File: src/rtl/rng_pkg.sv
// Shared types, constants and the LFSR step function for the random-word arbiter.
package rng_pkg;

  typedef enum logic {StWarmup, StRun} rng_state_e;

  // Feedback taps: bits 27,23,19,18,15,11,7,4,1.
  localparam logic [31:0] LFSR_TAPS    = 32'h088C_8892;
  localparam logic [31:0] DEFAULT_SEED = 32'd11702702;

  function automatic logic [31:0] lfsr_step(input logic [31:0] s);
    return {s[30:0], ^(s & LFSR_TAPS)};
  endfunction

endpackage

File: src/rtl/rr_picker.sv
// Combinational round-robin select: first asserted request at or after ptr_i, with wrap.
module rr_picker #(
  parameter int unsigned NUM_REQ = 4,
  parameter int unsigned IdxW    = 2
) (
  input  logic [NUM_REQ-1:0] req_i,
  input  logic [IdxW-1:0]    ptr_i,
  output logic [NUM_REQ-1:0] gnt_o,
  output logic [IdxW-1:0]    idx_o,
  output logic               any_o
);

  logic [IdxW-1:0] k;

  always_comb begin
    gnt_o = '0;
    idx_o = '0;
    any_o = 1'b0;
    k     = ptr_i;
    for (int unsigned i = 0; i < NUM_REQ; i++) begin
      if (!any_o && req_i[k]) begin
        any_o    = 1'b1;
        gnt_o[k] = 1'b1;
        idx_o    = k;
      end
      k = (k == IdxW'(NUM_REQ - 1)) ? '0 : k + 1'b1;
    end
  end

endmodule

File: src/rtl/rng_arbiter.sv
// Round-robin arbiter serving one LFSR word per grant, with warm-up and runtime reseed.
module rng_arbiter
  import rng_pkg::*;
#(
  parameter int unsigned NUM_REQ = 4,
  parameter int unsigned WARMUP  = 8,
  parameter logic [31:0] SEED    = DEFAULT_SEED
) (
  input  logic               clk_i,
  input  logic               reset_i,
  input  logic [NUM_REQ-1:0] req_i,
  input  logic               seed_we_i,
  input  logic [31:0]        seed_i,
  output logic [NUM_REQ-1:0] ack_o,
  output logic [31:0]        rnd_o,
  output logic               busy_o
);

  localparam int unsigned IdxW = (NUM_REQ > 1) ? $clog2(NUM_REQ) : 1;

  rng_state_e         state_q, state_d;
  logic [31:0]        lfsr_q, lfsr_d;
  logic [7:0]         cnt_q, cnt_d;
  logic [IdxW-1:0]    rr_ptr_q, rr_ptr_d;
  logic [NUM_REQ-1:0] ack_q, ack_d;
  logic [31:0]        rnd_q, rnd_d;

  logic [NUM_REQ-1:0] pick_gnt;
  logic [IdxW-1:0]    pick_idx;
  logic               pick_any;

  rr_picker #(
    .NUM_REQ(NUM_REQ),
    .IdxW   (IdxW)
  ) u_rr_picker (
    .req_i(req_i),
    .ptr_i(rr_ptr_q),
    .gnt_o(pick_gnt),
    .idx_o(pick_idx),
    .any_o(pick_any)
  );

  always_comb begin
    state_d  = state_q;
    lfsr_d   = lfsr_q;
    cnt_d    = cnt_q;
    rr_ptr_d = rr_ptr_q;
    ack_d    = '0;
    rnd_d    = rnd_q;
    if (seed_we_i) begin
      lfsr_d  = (seed_i == '0) ? SEED : seed_i;
      cnt_d   = '0;
      state_d = StWarmup;
    end else begin
      unique case (state_q)
        StWarmup: begin
          lfsr_d = lfsr_step(lfsr_q);
          if (cnt_q == 8'(WARMUP - 1)) begin
            cnt_d   = '0;
            state_d = StRun;
          end else begin
            cnt_d = cnt_q + 8'd1;
          end
        end
        StRun: begin
          if (pick_any) begin
            ack_d    = pick_gnt;
            rnd_d    = lfsr_q;
            lfsr_d   = lfsr_step(lfsr_q);
            rr_ptr_d = (pick_idx == IdxW'(NUM_REQ - 1)) ? '0 : pick_idx + 1'b1;
          end
        end
      endcase
      // An all-zero LFSR would lock up; recover from the default seed.
      if (lfsr_q == '0) lfsr_d = SEED;
    end
  end

  always_ff @(posedge clk_i or posedge reset_i) begin
    if (reset_i) begin
      state_q  <= StWarmup;
      lfsr_q   <= SEED;
      cnt_q    <= '0;
      rr_ptr_q <= '0;
      ack_q    <= '0;
      rnd_q    <= '0;
    end else begin
      state_q  <= state_d;
      lfsr_q   <= lfsr_d;
      cnt_q    <= cnt_d;
      rr_ptr_q <= rr_ptr_d;
      ack_q    <= ack_d;
      rnd_q    <= rnd_d;
    end
  end

  assign ack_o  = ack_q;
  assign rnd_o  = rnd_q;
  assign busy_o = (state_q == StWarmup);

endmodule

File: config.mk
export PLATFORM = sky130hd
export DESIGN_NAME = rng_arbiter
export DESIGN_NICKNAME = d
export VERILOG_FILES = /design/src/rtl/rng_pkg.sv /design/src/rtl/rr_picker.sv /design/src/rtl/rng_arbiter.sv
export SDC_FILE = /design/constraint.sdc
export NUM_CORES = 1
export LEC_CHECK = 0
export CAP_MARGIN = 15
export CELL_PAD_IN_SITES_DETAIL_PLACEMENT = 1
export CELL_PAD_IN_SITES_GLOBAL_PLACEMENT = 2
export CORE_MARGIN = 5
export CORE_UTILIZATION = 25
export DETAILED_ROUTE_END_ITERATION = 10
export PLACE_DENSITY_LB_ADDON = 0.1
export SLEW_MARGIN = 25
export SYNTH_ARGS = -nofsm -noshare
export SYNTH_HDL_FRONTEND = slang
export SYNTH_HIERARCHICAL = 1
export SYNTH_SLANG_ARGS = --single-unit
File: constraint.sdc
create_clock -name clk_i -period 3.2 [get_ports clk_i]
set_input_delay 0.48 -clock clk_i [delete_from_list [all_inputs] [get_ports clk_i]]
set_output_delay 0.48 -clock clk_i [all_outputs]
set_load 0.02 [all_outputs]
; ---- Yosys cells after proc, flatten, opt, wreduce, memory -nomap -nowiden
; Cells that the tools add are included.
[totals]
register_bits = 79
latch_bits = 0
ramBits = 0
rom_bits = 0
wordCells = 91
mem_count = 0
[op_classes]
n_addsub = 5
n_mul = 0
div = 0
magnitude_cmp = 8
eq_ne = 7
shift = 0
n_mux = 46
bitwise = 5
n_reduce_logical = 14
[ops]
columns = cell, n
row1 = 32-bit two-way mux, 4
row2 = 32-bit zero test, 2
row3 = 32-bit one-hot mux with 2 select lines, 1
row4 = 32-bit parity, 1
row5 = 4-bit two-way mux, 7
row6 = 8-bit two-way mux, 3
row7 = 2-bit two-way mux, 8
row8 = 1-bit two-way mux, 15
row9 = 2-bit by 3-bit < comparator with 1-bit output (second input constant), 4
row10 = 4-bit bitwise OR, 3
row11 = 2-bit by 1-bit adder with 2-bit output (second input constant), 4
row12 = 8-bit by 1-bit adder with 8-bit output (second input constant), 1
row13 = 1-bit binary-select mux with 2-bit select, 4
row14 = 1-bit demux with 2-bit select, 4
row15 = 2-bit == test (second input constant), 4
row16 = 8-bit by 3-bit == test with 1-bit output (second input constant), 1
row17 = 2-bit by 1-bit >= comparator with 1-bit output (second input constant), 4
row18 = 1-bit logical AND, 7
row19 = 4-bit by 2-bit != test with 1-bit output (second input constant), 1
row20 = 1-bit zero test, 3
row21 = 3-bit AND reduction, 1
row22 = 2-bit != test (second input constant), 1
row23 = 1-bit NOT, 2

; ---- Depth between registers and ports, before layout
; Gate-level depths: netlist (run 1).
[logic_depth]
word_depth = 16
ltp_mapped = 15

; ---- By module
; Netlist (run 1), hierarchy kept.
[by_module_without_submodules]
columns = module, n_inst, cells_each, area_each_um2, seq_area_each_um2
row1 = rng_arbiter, 1, 308, 3608.5, 1991.9
row2 = rr_picker, 1, 65, 524.3, 0.0

; ---- Worst setup path before layout (run 1)
; OpenSTA, ideal clock, no wires.
[synth_timing]
path_type = flip-flop to flip-flop
start = reg rr_ptr_q[0]
end = reg rr_ptr_q[1]
setup_ns = 0.125
arrival_time_ns = 3.061
required_ns = 3.075
path_slack_ns = 0.014
stages_incl_launch_ff = 12
cell_sequence = dfrtp_1 buf_4 buf_2 inv_1 ha_1 buf_6 mux4_2 nor2b_4 or4_1 o21a_1 ha_1 mux2_2
[synth_via]
elab_chain_cells = 14
elab_cells_between_ends = 35
[synth_lines]
columns = element, line
row1 = "start, declared", rng_arbiter.sv:24  ; logic [IdxW-1:0] rr_ptr_q, rr_ptr_d;
row2 = "start signal, assigned", rng_arbiter.sv:91  ; rr_ptr_q <= rr_ptr_d;
row3 = branches (longest 11 deep; another with 2-bit by 1-bit adder with 2-bit output), n/a
row4 = 2-bit two-way mux *, rr_picker.sv:21  ; if (!any_o && req_i[k]) begin
row5 = via pick_idx[0], rng_arbiter.sv:29  ; logic [IdxW-1:0] pick_idx;
row6 = 2-bit by 1-bit adder with 2-bit output or 2-bit == test (tied branches), rng_arbiter.sv:70  ; rr_ptr_d = (pick_idx == IdxW'(NUM_REQ - 1)) ? '0 : pick_idx + 1'b1;
row7 = 2-bit two-way mux *, rng_arbiter.sv:70
; Mark *: on every way through the listed nets, which the timed path passes. The select of a mux whose other input is x is not followed.
; A chain may end at the register's enable or synchronous reset.

; ---- Worst setup path in the final report (run 1)
; Ends and elaborated chain as after synthesis.

==> impl_results.rst, run 1 <==
.. list-table::
   :header-rows: 1

   * - Metric
     - Value
   * - Non-filler instance count after layout
     - 679
   * - Initial antenna violation count
     - 0
   * - Data arrival at the endpoint of the critical path
     - 3.17 ns
   * - Total grt overflow
     - 0
   * - Proportion of synthesized chip area in sequential cells
     - 0.4820
   * - DRC
     - 0
   * - Tightest Pin Transition
     - 0.7006 ns
   * - Relative area change from synthesis to final layout
     - 33.27%
   * - Final net count
     - just over 500
   * - I/O pin total
     - 76
   * - Clock Tree Root
     - clkbuf_16
   * - FFs w/ async S/R, synth
     - 1.000
   * - Critical path data required time
     - 3.42 ns
   * - Die boundary width
     - 138.6 um
   * - Antenna viol nets, final
     - 0
   * - Post-Synthesis Cells
     - about 370
   * - Setup TNS
     - 0 ns
   * - Final period utilization
     - 0.9217
   * - Setup bufs post-CTS
     - 0
   * - Max-cap violations
     - 0
   * - Type of destination of the critical path
     - register
   * - Clock buffer count from CTS
     - 9
   * - Distinct cell type count of the synthesized netlist
     - 50
   * - Die height
     - 138.6 um
   * - Power Total
     - 0.003590 W
   * - Average via count per standard cell
     - just under 5
   * - Buffer depth of the longest clock path
     - 2
   * - Cell count of the worst reg-to-reg path
     - 10
   * - Final Wtd Congestion
     - about 0.76
   * - Kind of path behind the tightest hold check
     - input port to asynchronous set/reset pin
   * - Final HPWL from detailed placement
     - 8.884 mm
   * - Number of global-route vias before repair
     - 3676
   * - IO Port Bufs
     - 75
   * - Critical path launch point type
     - register
   * - Skew final
     - 0.007925 ns
   * - Count of state elements after synthesis
     - 79
   * - Global-route wire length before repair
     - roughly 20 mm
   * - Dominant combinational cell family by area after synthesis
     - compound AO/OA/AOI/OAI gates
   * - Number of clock sinks seen by CTS
     - 79
   * - Most common library cell in the layout ignoring fill and taps
     - clkdlybuf4s50_1
   * - Worst-case setup margin in the final layout
     - 0.2505 ns
   * - Compound-gate portion of the synthesized area
     - 0.1750
   * - Setup repair after global routing missed its margin
     - false
   * - Core area
     - approximately 16000 um2
   * - Crit Path Category
     - register to register
   * - Run status
     - completed
   * - Post-synthesis xor/xnor area fraction
     - 0.02543
   * - Leakage
     - approximately 2.2 nW
   * - Adder-cell share of the synthesized area
     - 0.03028
   * - Number of levels in the clock H-tree
     - 3
   * - Final number of setup-violating endpoints
     - 0
   * - Hold-fix buffers, CTS
     - 0
   * - Clock tree from TritonCTS
     - done
   * - Worst voltage drop across the vdd grid
     - 0.0002398 V
   * - Number of cells after detailed placement
     - 663
   * - Minimum period implied by the final worst setup slack
     - 2.950 ns
   * - Post-Syn Nets
     - around 420
   * - Yosys warnings
     - 6
   * - Most frequent cells in the layout
     - clkdlybuf4s50_1 (75), dfrtp_1 (67), nor2_1 (43), mux2_2 (30), nand2_1 (26)
   * - Drt wl/cell
     - between 15 and 20 um
   * - Post-synth top flop
     - dfrtp_1
   * - Tot GR Track Use
     - 0.1297
   * - Final-report hold violation count
     - 0
   * - Highest net fanout along the worst path
     - 9
   * - Starting density of the core
     - 0.2519
   * - Netlist Area Pre-Place
     - 4133 um2
   * - Share of synthesized cell area in and, or, nand and nor gates
     - 0.1311
   * - Max-slew violation count
     - 0
   * - Post-detailed-routing wire length
     - 12.13 mm
   * - Insertion delay to the later sink of the worst-skew pair
     - 0.34 ns
   * - Number of detailed-route iterations in the first pass
     - 4
   * - Fraction of layout instances using a drive strength above 1
     - 0.2200
   * - Relative slew margins
     - 0.5328
   * - Cell Rows
     - 47
   * - Total Die Area
     - 19200 um2
   * - Placement Setup Slack
     - 0.1189 ns
   * - Largest net degree at the start of global routing
     - 43
   * - Fill cells
     - roughly 1.8k
   * - Worst-path clk slew
     - 0.06 ns
   * - Top achievable clock speed
     - 339.0 MHz
   * - Routed vias
     - about 3.3k
   * - Share of cell area taken by muxes after synthesis
     - 0.1105
   * - Mean cell area of the mapped netlist
     - 11.08 um2
   * - Number of diodes
     - 0
   * - Starting DRT DRC Count
     - 170
   * - Power density cells
     - 651.8 nW/um2
   * - Number of enable flip-flop cells after synthesis
     - 0
[logic make-up (layout without fill, tap and decap cells)]
logic type,after synthesis,after routing
compound gates,88,88
buf+inv,34,120
flops,79,79
fa+ha+maj,10,10
simple gates,112,112
mux,38,38
xor+xnor,12,12
[layer usage]
metal	GRT usage	wire length (um)	share of wire	vias up
met5	0	0	0	-
met4	0.04836	221	0.018	0
met3	0.02621	310	0.026	12
met2	0.2076	5756	0.47	58
met1	0.1741	5842	0.48	1660
li1	-	-	-	1557
[timing repair]
action | in CTS | in global routing
gates resized for setup | 0 | 1
hold endpoints to repair | 0 | 0
endpoints found under the setup margin | 0 | 8
[synthesized netlist by cell type, types with 7 or more instances]
cell | number | area [um2]
nor4_1 | 15 | 93.84
o21ai_1 | 14 | 70.07
xnor2_1 | 11 | 96.34
dfstp_2 | 12 | 315.3
nand2_1 | 26 | 97.59
buf_2 | 13 | 65.06
dfrtp_1 | 67 | 1677
mux2_2 | 30 | 337.8
inv_1 | 9 | 33.78
o21ai_0 | 7 | 35.03
o22ai_1 | 12 | 75.07
nor2_1 | 43 | 161.4
a221oi_2 | 14 | 210.2
ha_1 | 10 | 125.1
[power breakdown]
part | internal [W] | total, W | switching [W] | leakage, nW
Sequential | 0.00116 | 0.00130 | 0.000136 | 0.989
Clock | 0.000681 | 0.00110 | 0.000416 | 0.148
Combinational | 0.000601 | 0.00119 | 0.000593 | 1.10
[sequential cells by signal, indices dropped and copies added, names as in the netlist]
name	cells
state_q	1
lfsr_q	32
cnt_q	8
rnd_o	32
ack_o	4
rr_ptr_q	2
[final timing paths]
check / from / end / slack [ns]
worst max register to register: rr_ptr_q[0] / rr_ptr_q[1] / 0.25
worst max-delay path: rr_ptr_q[0] / rr_ptr_q[1] / 0.25
max in group asynchronous: reset_i / rnd_o[31] / 1.97
worst min register to register: lfsr_q[21] / lfsr_q[21] / 0.49
min in group clk_i: lfsr_q[21] / lfsr_q[21] / 0.49
worst min-delay path: reset_i / cnt_q[6] / 0.39
[critical path, cell delays in order, from the launching register on]
cell	delay (ns)
dfrtp_1	0.41
inv_1	0.14
ha_1	0.35
buf_4	0.18
or3_1	0.34
nand4_1	0.13
a311oi_1	0.18
or4_1	0.43
o21a_1	0.13
ha_1	0.28
mux2_2	0.25
[layout make-up]
| cell class | count | area, um2 | share of cell area |
|---|---|---|---|
| multi-input combinational | 260 | 1957 | 0.3553 |
| clock buffer | 10 | 229.0 | 0.04157 |
| sequential | 79 | 1992 | 0.3617 |
| tap | 220 | 275.3 | 0.04998 |
| clock inverter | 6 | 85.08 | 0.01545 |
| timing repair buffer | 94 | 930.9 | 0.1690 |
| inverter | 10 | 38.79 | 0.007042 |
[through the flow]
step                      hold slack [ns]  area (um2)    util
final                              0.3935        5508  0.3357
after global routing               0.4211        5508  0.3357
after CTS                          0.3926        5503  0.3354
after detailed placement           0.4850        5189  0.3163
after global placement             0.4806        5189  0.3163
after floorplan                    0.4580        4133       -
(Power assumes the default switching activity.)
==> run 2, diff against run 1 <==
==> constraint.sdc (replaced) <==
create_clock -name clk_i -period 3.7 [get_ports clk_i]
set_input_delay 0.555 -clock clk_i [delete_from_list [all_inputs] [get_ports clk_i]]
set_output_delay 0.555 -clock clk_i [all_outputs]
set_load 0.02 [all_outputs]
==> run 2 against run 1 <==
Compared with the run above: clock power down 14%; via count down 1.2%; clock-buffer cell count down 1; total power down 14%; die area unchanged; utilization down 0.40 points; fmax down 5.8%.
==> impl_results.rst, run 2 (synthesis results as in run 1) <==
.. list-table::
   :header-rows: 1

   * - Metric
     - Value
   * - Run status
     - completed (unchanged)
   * - Data arrival at the endpoint of the critical path
     - 3.39 ns (was 3.17 ns)
   * - Skew final
     - 0.007914 ns (was 0.007925 ns)
   * - IO Port Bufs
     - 75 (unchanged)
   * - Number of clock sinks seen by CTS
     - 79 (unchanged)
   * - Starting DRT DRC Count
     - 125 (was 170)
   * - Post-layout instance area
     - 5443 um2 (was 5508 um2)
   * - Die boundary width
     - 138.6 um (unchanged)
   * - Die height
     - 138.6 um (unchanged)
   * - Setup TNS
     - 0 ns (unchanged)
   * - Drt wl/cell
     - 18.08 um (was 17.86 um)
   * - Worst-case setup margin in the final layout
     - 0.5690 ns (was 0.2505 ns)
   * - Relative area change from synthesis to final layout
     - 31.70% (was 33.27%)
   * - Setup bufs post-CTS
     - 0 (unchanged)
   * - Kind of path behind the tightest hold check
     - register to register (was input port to asynchronous set/reset pin)
   * - Most frequent cells in the layout
     - clkdlybuf4s50_1 (75), dfrtp_1 (67), nor2_1 (43), mux2_2 (30), nand2_1 (26) (unchanged)
   * - I/O pin total
     - 76 (unchanged)
   * - Placement Setup Slack
     - 0.4647 ns (was 0.1189 ns)
   * - Starting density of the core
     - 0.2519 (unchanged)
   * - Sequential share of power
     - 0.361 (was 0.362)
   * - Number of levels in the clock H-tree
     - 3 (unchanged)
   * - Total Die Area
     - 19200 um2 (unchanged)
   * - Max-cap violations
     - 0 (unchanged)
   * - Number of detailed-route iterations in the first pass
     - 4 (unchanged)
   * - Total grt overflow
     - 0 (unchanged)
   * - Switching share of total power
     - 0.3209 (was 0.3186)
   * - Number of cells after detailed placement
     - 655 (was 663)
   * - Final number of setup-violating endpoints
     - 0 (unchanged)
   * - Fill cells
     - 1797 (was 1802)
   * - Type of destination of the critical path
     - register (unchanged)
   * - Final net count
     - 495 (was 503)
   * - Gates resized, CTS repair
     - 0 (unchanged)
   * - Critical path data required time
     - 3.96 ns (was 3.42 ns)
   * - Crit Path Category
     - register to register (unchanged)
   * - Final period utilization
     - 0.8462 (was 0.9217)
   * - Routed vias
     - 3248 (was 3287)
   * - Tightest Pin Transition
     - 0.7113 ns (was 0.7006 ns)
   * - Non-filler instance count after layout
     - 671 (was 679)
   * - Cell Rows
     - 47 (unchanged)
   * - Setup repair after global routing missed its margin
     - false (unchanged)
   * - Insertion delay to the later sink of the worst-skew pair
     - 0.34 ns (about the same)
   * - Final HPWL from detailed placement
     - 8.625 mm (was 8.884 mm)
   * - Average via count per standard cell
     - 4.841 (about the same)
   * - Hold-fix buffers, CTS
     - 0 (unchanged)
   * - Number of global-route vias before repair
     - 3507 (was 3676)
   * - Clock buffer count from CTS
     - 9 (unchanged)
   * - Most common library cell in the layout ignoring fill and taps
     - clkdlybuf4s50_1 (unchanged)
   * - Global-route wire length before repair
     - 19.75 mm (was 20.18 mm)
   * - Critical path launch point type
     - register (unchanged)
   * - Top achievable clock speed
     - 319.4 MHz (was 339.0 MHz)
   * - Tot GR Track Use
     - 0.1283 (was 0.1297)
   * - Initial antenna violation count
     - 0 (unchanged)
   * - Relative slew margins
     - 0.5253 (was 0.5328)
   * - Power density cells
     - 567.7 nW/um2 (was 651.8 nW/um2)
   * - DRC
     - 0 (unchanged)
   * - Max-slew violation count
     - 0 (unchanged)
   * - Power Total
     - 0.003090 W (was 0.003590 W)
   * - Minimum period implied by the final worst setup slack
     - 3.131 ns (was 2.950 ns)
   * - Buffer depth of the longest clock path
     - 2 (unchanged)
   * - Final Wtd Congestion
     - 0.7533 (was 0.7618)
   * - Leakage
     - 2.209 nW (was 2.242 nW)
   * - Placed standard-cell area
     - 5130 um2 (was 5189 um2)
   * - Clock tree from TritonCTS
     - done (unchanged)
   * - Final-report hold violation count
     - 0 (unchanged)
   * - Worst voltage drop across the vdd grid
     - 0.0002307 V (was 0.0002398 V)
   * - Largest net degree at the start of global routing
     - 45 (was 43)
   * - Highest net fanout along the worst path
     - 44 (was 9)
   * - Core area
     - 16410 um2 (unchanged)
   * - Comb pwr share
     - 0.332 (about the same)
   * - Fraction of layout instances using a drive strength above 1
     - 0.2084 (was 0.2200)
   * - Worst-path clk slew
     - 0.06 ns (about the same)
   * - Clock Power Share
     - 0.307 (was 0.305)
   * - Post-detailed-routing wire length
     - 12.13 mm (about the same)
   * - Clock Tree Root
     - clkbuf_16 (unchanged)
   * - Antenna viol nets, final
     - 0 (unchanged)
   * - Number of diodes
     - 0 (unchanged)
   * - Internal power
     - 0.002099 W (was 0.002446 W)
   * - Switching power of the nets
     - 0.0009914 W (was 0.001144 W)
[run 2: cell types whose count changed in the layout (fill, tap and decap cells not counted), sizes merged]
| cell | previous run | this run |
|---|---|---|
| buf | 19 | 11 |
| clkinv | 3 | 5 |
| clkbuf | 10 | 9 |
| clkinvlp | 2 | 1 |
[run 2: worst max-delay path, cell delays in order, from the launching register on]
cell,delay [ns]
dfrtp_1,0.34
inv_1,0.13
ha_1,0.53
mux4_2,0.61
a31oi_1,0.23
nand2_1,0.19
nor3_1,0.30
o21a_1,0.22
buf_12,0.23
a221oi_1,0.09
a21oi_1,0.15
[run 2: layer usage]
| metal | track usage | routed length (um) | vias up |
|---|---|---|---|
| li1 | - | - | 1531 |
| met1 | 0.1686 | 5761 | 1647 |
| met2 | 0.2091 | 5786 | 59 |
| met3 | 0.03034 | 420 | 11 |
| met4 | 0.04212 | 163 | 0 |
| met5 | 0 | 0 | - |
[run 2: power groups by stage]
stage               Sequential (W)  Clock (W)  Combinational (W)
floorplan                  0.00121          0           0.000582
global placement           0.00113          0            0.00102
detailed placement         0.00113          0            0.00104
CTS                        0.00112   0.000979            0.00104
global route               0.00114    0.00102            0.00112
finish                     0.00111   0.000949            0.00103
[run 2: per-stage QoR]
stage | hold slack [ns] | util
after floorplan | 0.4580 | -
after global placement | 0.4797 | 0.3126
after detailed placement | 0.4885 | 0.3127
after CTS | 0.4974 | 0.3317
after global routing | 0.5070 | 0.3317
final | 0.4925 | 0.3317
[run 2: area by class of cell]
class	instances	area, um2	area share
Sequential cell	79	1992	0.3660
Multi-Input combinational cell	260	1953	0.3588
Timing Repair Buffer	86	870.8	0.1600
Tap cell	220	275.3	0.05057
Clock buffer	9	225.2	0.04138
Clock inverter	7	87.58	0.01609
Inverter	10	38.79	0.007126
[run 2: worst paths after layout]
| check | start | end | slack, ns | cells past startpoint |
|---|---|---|---|---|
| max | rr_ptr_q[1] | lfsr_q[18] | 0.57 | 10 |
| min | lfsr_q[21] | lfsr_q[21] | 0.49 | 2 |
| max reg2reg | rr_ptr_q[1] | lfsr_q[18] | 0.57 | 10 |
| min reg2reg | lfsr_q[21] | lfsr_q[21] | 0.49 | 2 |
| max in group asynchronous | reset_i | lfsr_q[7] | 2.16 | 4 |
| min in group asynchronous | reset_i | lfsr_q[27] | 0.63 | 2 |
